<file path="config.mk">
export PLATFORM = sky130hd
export DESIGN_NAME = cpu_mem_arbiter
export DESIGN_NICKNAME = d
export VERILOG_FILES = /design/src/rtl/cpu_mem_arbiter.sv
export SDC_FILE = /design/constraint.sdc
export NUM_CORES = 1
export LEC_CHECK = 0
export BUFFER_PORTS_ARGS = -buffer_cell sky130_fd_sc_hd__buf_2
export CAP_MARGIN = 20
export CORE_MARGIN = 5
export CORE_UTILIZATION = 49
export DETAILED_ROUTE_END_ITERATION = 10
export GPL_TIMING_DRIVEN = 0
export PLACE_DENSITY = 0.88
export SYNTH_ARGS = -nofsm -noshare
export SYNTH_HDL_FRONTEND = slang
export SYNTH_SLANG_ARGS = --single-unit
export TNS_END_PERCENT = 20
</file>
<file path="constraint.sdc">
create_clock -name clk -period 2.5 [get_ports clk]
set_input_delay 0.125 -clock clk [delete_from_list [all_inputs] [get_ports clk]]
set_output_delay 0.125 -clock clk [all_outputs]
set_load 0.02 [all_outputs]
</file>
<file path="src/rtl/cpu_mem_arbiter.sv">
// cpu_mem_arbiter: serializes the core's instruction and data ports onto one
// registered downstream memory port and returns single-cycle responses.
// Optional feature: define ARB_FAIR_EN for round-robin arbitration on conflict;
// otherwise data has fixed priority over inst.
module cpu_mem_arbiter #(
  parameter int unsigned TIMEOUT_CYCLES = 1023
) (
  input  logic        clk,
  input  logic        rst,
  input  logic        inst_read,
  input  logic [31:0] inst_addr,
  output logic [31:0] inst_rdata,
  output logic        inst_resp,
  input  logic        data_read,
  input  logic        data_write,
  input  logic [31:0] data_addr,
  input  logic [31:0] data_wdata,
  input  logic [3:0]  data_mbe,
  output logic [31:0] data_rdata,
  output logic        data_resp,
  output logic        mem_read,
  output logic        mem_write,
  output logic [31:0] mem_addr,
  output logic [31:0] mem_wdata,
  output logic [3:0]  mem_mbe,
  input  logic [31:0] mem_rdata,
  input  logic        mem_resp,
  output logic        timeout_err
);

  localparam int unsigned CNT_W      = 16;
  localparam logic [CNT_W-1:0] CNT_LIMIT = CNT_W'(TIMEOUT_CYCLES - 1);
  localparam logic [31:0] INST_ABORT = 32'h0000_0013;
  localparam logic [31:0] DATA_ABORT = 32'h0000_0000;
  localparam logic [31:0] WORD_MASK  = 32'hFFFF_FFFC;

  typedef enum logic [1:0] {IDLE, SERVE_I, SERVE_D, RESP} state_e;

  state_e            state_q, state_d;
  logic [CNT_W-1:0]  cnt_q, cnt_d;
  logic              mem_read_q, mem_read_d;
  logic              mem_write_q, mem_write_d;
  logic [31:0]       mem_addr_q, mem_addr_d;
  logic [31:0]       mem_wdata_q, mem_wdata_d;
  logic [3:0]        mem_mbe_q, mem_mbe_d;
  logic [31:0]       inst_rdata_q, inst_rdata_d;
  logic [31:0]       data_rdata_q, data_rdata_d;
  logic              inst_resp_q, inst_resp_d;
  logic              data_resp_q, data_resp_d;
  logic              timeout_err_q, timeout_err_d;

  logic              data_req_c;
  logic              grant_data_c;

  assign data_req_c = data_read | data_write;

`ifdef ARB_FAIR_EN
  // 1 = data port won the most recent grant; reset value means inst
  logic last_data_q, last_data_d;

  // On conflict, grant whichever port did not win last time
  assign grant_data_c = data_req_c & (~inst_read | ~last_data_q);
`else
  // Data always wins a conflict
  assign grant_data_c = data_req_c;
`endif

  // Next-state and registered-output computation
  always_comb begin
    state_d       = state_q;
    cnt_d         = cnt_q;
    mem_read_d    = mem_read_q;
    mem_write_d   = mem_write_q;
    mem_addr_d    = mem_addr_q;
    mem_wdata_d   = mem_wdata_q;
    mem_mbe_d     = mem_mbe_q;
    inst_rdata_d  = inst_rdata_q;
    data_rdata_d  = data_rdata_q;
    inst_resp_d   = 1'b0;
    data_resp_d   = 1'b0;
    timeout_err_d = timeout_err_q;
`ifdef ARB_FAIR_EN
    last_data_d   = last_data_q;
`endif

    unique case (state_q)
      IDLE: begin
        cnt_d = '0;
        if (data_req_c || inst_read) begin
`ifdef ARB_FAIR_EN
          last_data_d = grant_data_c;
`endif
          if (grant_data_c) begin
            // A simultaneous read+write is treated as a write
            mem_write_d = data_write;
            mem_read_d  = ~data_write;
            mem_addr_d  = data_addr & WORD_MASK;
            mem_wdata_d = data_wdata;
            mem_mbe_d   = data_write ? data_mbe : 4'hF;
            state_d     = SERVE_D;
          end else begin
            mem_write_d = 1'b0;
            mem_read_d  = 1'b1;
            mem_addr_d  = inst_addr & WORD_MASK;
            mem_wdata_d = '0;
            mem_mbe_d   = 4'hF;
            state_d     = SERVE_I;
          end
        end
      end

      SERVE_I, SERVE_D: begin
        if (mem_resp) begin
          // A response on the limit cycle still wins over the abort
          mem_read_d  = 1'b0;
          mem_write_d = 1'b0;
          if (!mem_write_q) begin
            if (state_q == SERVE_I) inst_rdata_d = mem_rdata;
            else                    data_rdata_d = mem_rdata;
          end
          inst_resp_d = (state_q == SERVE_I);
          data_resp_d = (state_q == SERVE_D);
          state_d     = RESP;
        end else if (cnt_q == CNT_LIMIT) begin
          mem_read_d    = 1'b0;
          mem_write_d   = 1'b0;
          timeout_err_d = 1'b1;
          if (state_q == SERVE_I) inst_rdata_d = INST_ABORT;
          else                    data_rdata_d = DATA_ABORT;
          inst_resp_d   = (state_q == SERVE_I);
          data_resp_d   = (state_q == SERVE_D);
          state_d       = RESP;
        end else begin
          cnt_d = cnt_q + CNT_W'(1);
        end
      end

      RESP: begin
        state_d = IDLE;
      end

      default: begin
        state_d = IDLE;
      end
    endcase
  end

  // State and output registers with asynchronous active-low reset
  always_ff @(posedge clk or negedge rst) begin
    if (!rst) begin
      state_q       <= IDLE;
      cnt_q         <= '0;
      mem_read_q    <= 1'b0;
      mem_write_q   <= 1'b0;
      mem_addr_q    <= '0;
      mem_wdata_q   <= '0;
      mem_mbe_q     <= '0;
      inst_rdata_q  <= '0;
      data_rdata_q  <= '0;
      inst_resp_q   <= 1'b0;
      data_resp_q   <= 1'b0;
      timeout_err_q <= 1'b0;
`ifdef ARB_FAIR_EN
      last_data_q   <= 1'b0;
`endif
    end else begin
      state_q       <= state_d;
      cnt_q         <= cnt_d;
      mem_read_q    <= mem_read_d;
      mem_write_q   <= mem_write_d;
      mem_addr_q    <= mem_addr_d;
      mem_wdata_q   <= mem_wdata_d;
      mem_mbe_q     <= mem_mbe_d;
      inst_rdata_q  <= inst_rdata_d;
      data_rdata_q  <= data_rdata_d;
      inst_resp_q   <= inst_resp_d;
      data_resp_q   <= data_resp_d;
      timeout_err_q <= timeout_err_d;
`ifdef ARB_FAIR_EN
      last_data_q   <= last_data_d;
`endif
    end
  end

  assign mem_read    = mem_read_q;
  assign mem_write   = mem_write_q;
  assign mem_addr    = mem_addr_q;
  assign mem_wdata   = mem_wdata_q;
  assign mem_mbe     = mem_mbe_q;
  assign inst_rdata  = inst_rdata_q;
  assign data_rdata  = data_rdata_q;
  assign inst_resp   = inst_resp_q;
  assign data_resp   = data_resp_q;
  assign timeout_err = timeout_err_q;

endmodule

</file>
* Word-level counts from Yosys, hierarchy flattened
Index checks and enable logic that the tools add are counted.
W data, S select, Z words.
** Word-level totals
- Register bits after elaboration :: 155
- Bits of input ports :: 138
- Output and inout bits :: 137
- Logic and storage cells :: 74
** Cells by class
- Add/sub/neg operators :: 1
- Equality and inequality tests :: 9
- Mux-type cells :: 36
- Bitwise gates (word level) :: 4
- Reduce and logical (&&, ||, !) cells :: 12
** Operators with widths (number)
- $mux W32 :: 12
- $mux W16 :: 2
- $pmux W16 S2 :: 1
- $add A16 B1 Y16 const B :: 1
- $eq A16 B10 Y1 const B :: 1
- $mux W1 :: 12
- $reduce_and A3 Y1 :: 3
- $mux W2 :: 4
- $mux W4 :: 2
- $ne A2 B2 Y1 const B :: 4
- $reduce_and A4 Y1 :: 2
- $pmux W2 S3 :: 1
- $eq A2 B2 Y1 const B :: 2
- $pmux W1 S2 :: 2
- $reduce_and A2 Y1 :: 2
- $reduce_bool A2 Y1 :: 2
- $ne A3 B3 Y1 const B :: 1
- $not A1 Y1 :: 3
- $eq A2 B1 Y1 const B :: 1
- $logic_not A2 Y1 :: 1
- $reduce_or A2 Y1 :: 1
- $logic_or A1 B1 Y1 :: 1
- $or A1 B1 Y1 :: 1

* Longest topological paths before layout
- Word-level depth :: 4
- Mapped depth :: 8
- Mapped depth without buffers :: 6

* Least setup slack after synthesis
OpenSTA, ideal clock, no wires.
- Kind :: register to register
- From :: reg state_q[0]
- To :: reg cnt_q[6]
- Library setup time :: 0.126 ns
- Arrival time :: 1.706 ns
- Required time :: 2.374 ns
- Path slack :: 0.667 ns
- Stages on the path, launching flop included :: 8
- Path buffers :: 3
- Period minus slack after synthesis :: 1.833 ns
- Cell sequence :: dfrtp_1 inv_1 ha_1 buf_2 clkbuf_1 clkbuf_1 nand4_1 mux2i_1
** Between the ends
- Word-level cells in the longest chain between the ends :: 4
- Elaborated cells between the ends (all ways) :: 9
- Classes of those cells :: eq/ne (4); mux (1); reduce/logical (4)
** RTL lines
- start: declaration :: line 39 : state_e state_q, state_d;
- start signal: assignment :: line 167 : state_q <= state_d;
- $eq A2 B1 Y1 or $eq A2 B2 Y1 (tied branches) :: line 86 : unique case (state_q)
- $reduce_or A2 Y1 :: line 86
- $ne A2 B2 Y1 (no source line) or $reduce_bool A2 Y1 (tied branches)
- $reduce_and A3 Y1 (no source line)
- end signal: assignment :: line 168 : cnt_q <= cnt_d;
- end: declaration :: line 40 : logic [CNT_W-1:0] cnt_q, cnt_d;
Several ways; a longest one is shown, not always the timed one.
A chain may end at the register's enable or synchronous reset.

* Worst setup path in the final report
- From :: reg state_q[0]
- To :: reg data_rdata_q[3], in the netlist data_rdata[3]
** Between the ends
- Word-level cells in the longest chain between the ends :: 3
- Elaborated cells between the ends (all ways) :: 5
- Classes of those cells :: eq/ne (2); bitwise (1); reduce/logical (2)
** RTL lines
- $eq A2 B1 Y1 or $eq A2 B2 Y1 (tied branches) :: line 86, 118, 128
- $reduce_or A2 Y1 or $not A1 Y1 (tied branches)
- $reduce_and A4 Y1 (no source line) (*)
- end signal: assignment :: line 175 : data_rdata_q <= data_rdata_d;
- end: declaration :: line 47 : logic [31:0] data_rdata_q, data_rdata_d;
Mark *: on every way between the ends. The rest lies on a longest branch, timed or not.

==> impl_results.html <==
<table>
<tr><th>Metric</th><th>Value</th></tr>
<tr><th colspan="2">Status</th></tr>
<tr><td>Outcome</td><td>finished, violations left</td></tr>
<tr><td>Violated checks</td><td>hold timing</td></tr>
<tr><th colspan="2">CTS</th></tr>
<tr><td>Sinks on the clock net</td><td>153</td></tr>
<tr><td>Cell at the root of the clock tree</td><td>sky130_fd_sc_hd__clkbuf_16</td></tr>
<tr><td>TritonCTS clock tree</td><td>done</td></tr>
<tr><td>Total CTS buffers</td><td>17</td></tr>
<tr><td>Later-pin clock latency in the skew report</td><td>430 ps</td></tr>
<tr><td>Maximum level of the CTS H-tree</td><td>4</td></tr>
<tr><td>Maximum number of buffers from clock root to sink</td><td>2</td></tr>
<tr><td>Clock-pin transition on the worst setup and hold timing paths</td><td>~60 ps</td></tr>
<tr><th colspan="2">Worst setup path</th></tr>
<tr><td>Critical path endpoint category</td><td>register</td></tr>
<tr><td>Most Frequent Cell on Critical Path</td><td>sky130_fd_sc_hd__a22o_1</td></tr>
<tr><td>CP max FO</td><td>10</td></tr>
<tr><td>Critical register-to-register path endpoint</td><td>data_rdata[3]</td></tr>
<tr><td>Type of the setup path with the least slack</td><td>reg -&gt; reg</td></tr>
<tr><td>Buf/Inv on CP</td><td>2</td></tr>
<tr><td>Startpoint of the most critical register-to-register path</td><td>state_q[0]</td></tr>
<tr><td>Top Family by Delay on Critical Path</td><td>simple AND/OR/NAND/NOR gates</td></tr>
<tr><td>Worst reg2reg setup slack</td><td>100 ps</td></tr>
<tr><td>Cell-by-cell listing of the critical path</td><td>inv_1 -&gt; ha_1 -&gt; nor3b_1 -&gt; clkbuf_1 -&gt; a22o_1 -&gt; a22o_1</td></tr>
<tr><td>Startpoint type of the worst setup path</td><td>register</td></tr>
<tr><td>Number of cells traversed by the worst register-to-register path</td><td>6</td></tr>
<tr><td>Critical path's slowest cell</td><td>sky130_fd_sc_hd__nor3b_1</td></tr>
<tr><td>Critical Path RT</td><td>2850 ps</td></tr>
<tr><td>Delay of the slowest cell on the worst path</td><td>between 500 and 600 ps</td></tr>
<tr><td>Endpoint arrival time on the critical path</td><td>2750 ps</td></tr>
<tr><th colspan="2">STA</th></tr>
<tr><td>F_max</td><td>417 MHz</td></tr>
<tr><td>Number of endpoints with negative hold slack in the final report</td><td>1</td></tr>
<tr><td>Final setup skew</td><td>10.3 ps</td></tr>
<tr><td>Relative slew slack</td><td>0.469</td></tr>
<tr><td>Sum of negative setup slack</td><td>0 ps</td></tr>
<tr><td>Worst hold slack after final layout</td><td>-4.25 ps</td></tr>
<tr><td>Share of the clock period used by the worst path</td><td>0.960</td></tr>
<tr><td>Min Tclk post-route</td><td>2400 ps</td></tr>
<tr><td>Transition time of the tightest slew-check pin</td><td>797 ps</td></tr>
<tr><td>Final number of setup-violating endpoints</td><td>0</td></tr>
<tr><td>Setup repair after global routing missed its margin</td><td>no</td></tr>
<tr><td>Final Max Slew Viols</td><td>0</td></tr>
<tr><th colspan="2">Global routing</th></tr>
<tr><td>Maximum number of pins on one net before global-route repair</td><td>86</td></tr>
<tr><td>GRT overflow</td><td>0</td></tr>
<tr><td>Initial antenna violation count</td><td>0</td></tr>
<tr><td>Number of global-route vias before repair</td><td>6933</td></tr>
<tr><td>Global-route usage over all layers</td><td>0.287</td></tr>
<tr><td>First-pass GRT wire length</td><td>37300 µm</td></tr>
<tr><th colspan="2">Synth</th></tr>
<tr><td>Warnings from Yosys</td><td>0</td></tr>
<tr><td>Most used DFF post-synth</td><td>sky130_fd_sc_hd__dfrtp_1</td></tr>
<tr><td>Synthesized area</td><td>approximately 7000 µm²</td></tr>
<tr><td>Number of synthesized flops with an enable pin</td><td>0</td></tr>
<tr><td>Synth Register Bits</td><td>153</td></tr>
<tr><td>Async set-or-reset flop fraction in the synthesized netlist</td><td>1.00</td></tr>
<tr><td>Share of the yosys chip area belonging to registers</td><td>0.555</td></tr>
<tr><td>Number of instances in the synthesized netlist</td><td>584</td></tr>
<tr><td>Unique cell type count in the Yosys netlist</td><td>50</td></tr>
<tr><td>Average size of a mapped cell</td><td>11.8 µm²</td></tr>
<tr><th colspan="2">Run</th></tr>
<tr><td>Max Cap Violations</td><td>0</td></tr>
<tr><th colspan="2">Die</th></tr>
<tr><td>Chip width</td><td>129 µm</td></tr>
<tr><td>Number of top-level pins</td><td>roughly 280</td></tr>
<tr><td>Floorplan die height</td><td>129 µm</td></tr>
<tr><td>Core Rows</td><td>43</td></tr>
<tr><td>Effective utilization at floorplan</td><td>0.499</td></tr>
<tr><td>Core Box Area</td><td>around 14000 µm²</td></tr>
<tr><td>Die Footprint</td><td>16500 µm²</td></tr>
<tr><th colspan="2">Route</th></tr>
<tr><td>Count of vias placed by the detailed router</td><td>6766</td></tr>
<tr><td>Detail-routed net length per standard cell</td><td>between 20 and 25 µm</td></tr>
<tr><td>Detailed-route DRC error count</td><td>0</td></tr>
<tr><td>First drt pass iteration count</td><td>5</td></tr>
<tr><td>Final routed wirelength across all metal layers</td><td>23700 µm</td></tr>
<tr><td>Initial detailed-routing violation count</td><td>approximately 530</td></tr>
<tr><td>Detailed-route vias per instance</td><td>6.06</td></tr>
<tr><td>Final antenna-violating net count</td><td>0</td></tr>
<tr><th colspan="2">Power</th></tr>
<tr><td>Total chip power</td><td>13.5 mW</td></tr>
<tr><td>Net switching power</td><td>5.78 mW</td></tr>
<tr><td>Clk network pwr share</td><td>0.197</td></tr>
<tr><td>Seq pwr share</td><td>0.337</td></tr>
<tr><td>Sw frac</td><td>0.429</td></tr>
<tr><td>Lkg Pwr</td><td>4.90 nW</td></tr>
<tr><td>Ratio of total power to cell area</td><td>1400 nW/µm²</td></tr>
<tr><td>Gate power share</td><td>0.466</td></tr>
<tr><td>Cell internal pwr</td><td>7.69 mW</td></tr>
<tr><td>Maximum ir drop on the vdd rail</td><td>849 µV</td></tr>
<tr><th colspan="2">Cells and area</th></tr>
<tr><td>Final std cells w/o fill</td><td>1117</td></tr>
<tr><td>Post-Route Utilization</td><td>0.696</td></tr>
<tr><td>Antenna cell count</td><td>0</td></tr>
<tr><td>Fraction of layout cells with a size suffix above 1</td><td>0.343</td></tr>
<tr><td>Synth-to-layout area growth</td><td>39.5%</td></tr>
<tr><td># nets final</td><td>between 1000 and 1500</td></tr>
<tr><th colspan="2">Hold path</th></tr>
<tr><td>Hold path startpoint</td><td>inst_addr[11]</td></tr>
<tr><td>Class of the tightest hold or removal check</td><td>in -&gt; reg</td></tr>
<tr><td>Terminating pin of the worst hold path</td><td>mem_addr[11]</td></tr>
<tr><td>Hold path depth</td><td>3</td></tr>
<tr><th colspan="2">Placed design</th></tr>
<tr><td>Routability congestion estimate from global placement</td><td>0.912</td></tr>
<tr><td>Count of buffers from port buffering</td><td>between 200 and 300</td></tr>
<tr><td>Cell total after placement</td><td>1034</td></tr>
<tr><td>Detailed-placement wirelength estimate</td><td>15700 µm</td></tr>
</table>
==> power groups by stage <==
stage	logic, mW	registers [mW]	clock network, mW
2_1_floorplan	2.73	5.60	0
5_1_grt	6.73	4.64	2.78
6_report	6.28	4.54	2.65
3_5_place_dp	6.09	4.48	0
4_1_cts	6.21	4.48	2.66
3_3_place_gp	5.91	4.42	0
==> per-layer routing <==
layer | GRT usage | up-vias | part of all wire
met5 | 0 | - | 0
met4 | 0.123 | 0 | 0.044
met3 | 0.0764 | 78 | 0.098
met2 | 0.479 | 475 | 0.49
met1 | 0.353 | 3287 | 0.37
li1 | - | 2926 | -
==> Yosys cell counts, types with 2 or more instances <==
master,count,area share
sky130_fd_sc_hd__buf_4,2,0.0022
sky130_fd_sc_hd__nand4_1,4,0.0036
sky130_fd_sc_hd__a2bb2oi_1,3,0.0038
sky130_fd_sc_hd__nand2_1,46,0.025
sky130_fd_sc_hd__nand3_1,8,0.0058
sky130_fd_sc_hd__nand2b_1,2,0.0018
sky130_fd_sc_hd__buf_1,2,0.0011
sky130_fd_sc_hd__a211o_1,3,0.0038
sky130_fd_sc_hd__nand4b_1,2,0.0025
sky130_fd_sc_hd__buf_2,10,0.0073
sky130_fd_sc_hd__and4_1,7,0.0089
sky130_fd_sc_hd__nor2b_1,4,0.0036
sky130_fd_sc_hd__and3_1,5,0.0045
sky130_fd_sc_hd__and2_1,3,0.0027
sky130_fd_sc_hd__a22o_1,153,0.19
sky130_fd_sc_hd__o22a_1,4,0.0051
sky130_fd_sc_hd__inv_1,7,0.0038
sky130_fd_sc_hd__clkbuf_1,34,0.019
sky130_fd_sc_hd__a21oi_1,9,0.0065
sky130_fd_sc_hd__a221o_1,5,0.0073
sky130_fd_sc_hd__nor3_1,5,0.0036
sky130_fd_sc_hd__nor3b_1,2,0.0022
sky130_fd_sc_hd__o22ai_1,5,0.0045
sky130_fd_sc_hd__o21ai_0,32,0.023
sky130_fd_sc_hd__ha_1,6,0.011
sky130_fd_sc_hd__mux2i_1,34,0.049
sky130_fd_sc_hd__dfrtp_1,153,0.56
sky130_fd_sc_hd__and4b_1,4,0.0058
sky130_fd_sc_hd__buf_6,2,0.0033
sky130_fd_sc_hd__nor2_1,8,0.0044
==> cells by family (layout without fill, tap and decap cells) <==
| group | Yosys count | count (layout) | share of synthesized area |
|---|---|---|---|
| and+or+nand+nor | 108 | 108 | 0.0853 |
| other | 1 | 2 | 0.000544 |
| muxes | 36 | 36 | 0.0526 |
| DFF | 153 | 153 | 0.555 |
| AOI/OAI and AO/OA | 223 | 223 | 0.260 |
| buffers and inverters | 57 | 409 | 0.0361 |
| adders and majority gates | 6 | 6 | 0.0109 |
==> state kept, by name, summed over array words and instances, names as in the netlist <==
name / flops
timeout_err: 1
data_resp: 1
mem_wdata: 32
mem_mbe: 4
inst_resp: 1
cnt_q: 16
inst_rdata: 32
state_q: 2
data_rdata: 32
mem_addr: 30
mem_write: 1
mem_read: 1
==> stage by stage <==
step           worst slack, ps  hold WS (ps)  area [µm²]
4_1_cts                   93.5        0.0473        9620
5_1_grt                   28.2          17.3        9620
6_report                   101         -4.25        9620
2_1_floorplan              667          -171        6900
3_5_place_dp               138           243        8500
3_3_place_gp              -846           338        8470
==> final cells by class <==
class | count | area, µm²
multi-input cells | 375 | 2830
repair buffers | 320 | 1890
clock inverters | 12 | 149
fillers | 932 | 4200
flip-flops and latches | 153 | 3830
clock buffers | 20 | 457
well taps | 180 | 225
plain buffers | 50 | 225
inverters | 7 | 26.3
==> placed cells by master (no fill, tap or decap), types with 2 or more instances in the layout <==
cell and count:
sky130_fd_sc_hd__nor3_1 5, sky130_fd_sc_hd__clkinv_2 5, sky130_fd_sc_hd__a211o_1 3, sky130_fd_sc_hd__o21ai_0 32
sky130_fd_sc_hd__buf_6 3, sky130_fd_sc_hd__o22a_1 4, sky130_fd_sc_hd__and4_1 7, sky130_fd_sc_hd__a21oi_1 9
sky130_fd_sc_hd__a221o_1 5, sky130_fd_sc_hd__clkbuf_1 34, sky130_fd_sc_hd__nor3b_1 2, sky130_fd_sc_hd__o22ai_1 5
sky130_fd_sc_hd__clkbuf_8 2, sky130_fd_sc_hd__and3_1 5, sky130_fd_sc_hd__clkinv_4 3, sky130_fd_sc_hd__nor2_1 7
sky130_fd_sc_hd__buf_4 2, sky130_fd_sc_hd__nand2b_1 2, sky130_fd_sc_hd__and4b_1 4, sky130_fd_sc_hd__a2bb2oi_1 3
sky130_fd_sc_hd__and2_1 3, sky130_fd_sc_hd__conb_1 2, sky130_fd_sc_hd__nand4b_1 2, sky130_fd_sc_hd__a22o_1 153
sky130_fd_sc_hd__nand2_1 46, sky130_fd_sc_hd__nand3_1 8, sky130_fd_sc_hd__mux2i_1 34, sky130_fd_sc_hd__ha_1 6
sky130_fd_sc_hd__clkbuf_2 2, sky130_fd_sc_hd__buf_2 277, sky130_fd_sc_hd__clkbuf_16 17, sky130_fd_sc_hd__bufinv_16 3
sky130_fd_sc_hd__inv_1 7, sky130_fd_sc_hd__nor2b_1 4, sky130_fd_sc_hd__dlygate4sd3_1 51, sky130_fd_sc_hd__nand4_1 4
sky130_fd_sc_hd__dfrtp_1 153
==> timing repair <==
item	4_1_cts	5_1_grt
buffers inserted	0	0
endpoints found under the setup margin	0	36
hold endpoints to repair	129	0
hold buffers	51	0
resized for setup	0	4
==> worst max path at each step <==
stage	start	to	slack, ps	depth (start not counted)
6_report	state_q[0]	data_rdata[3]	100	6
4_1_cts	state_q[0]	mem_wdata[6]	90	7
2_1_floorplan	state_q[0]	cnt_q[6]	670	7
3_3_place_gp	rst	mem_wdata[13]	-850	1
5_1_grt	state_q[0]	data_rdata[28]	30	6
3_5_place_dp	state_q[0]	mem_wdata[25]	140	7
==> worst reg2reg max path, stage by stage (launching register included) <==
cell and delay (ps):
sky130_fd_sc_hd__dfrtp_1 410, sky130_fd_sc_hd__inv_1 90, sky130_fd_sc_hd__ha_1 380, sky130_fd_sc_hd__nor3b_1 590, sky130_fd_sc_hd__clkbuf_1 470, sky130_fd_sc_hd__a22o_1 230, sky130_fd_sc_hd__a22o_1 170
Note: power is estimated with default switching activity, not from simulation.
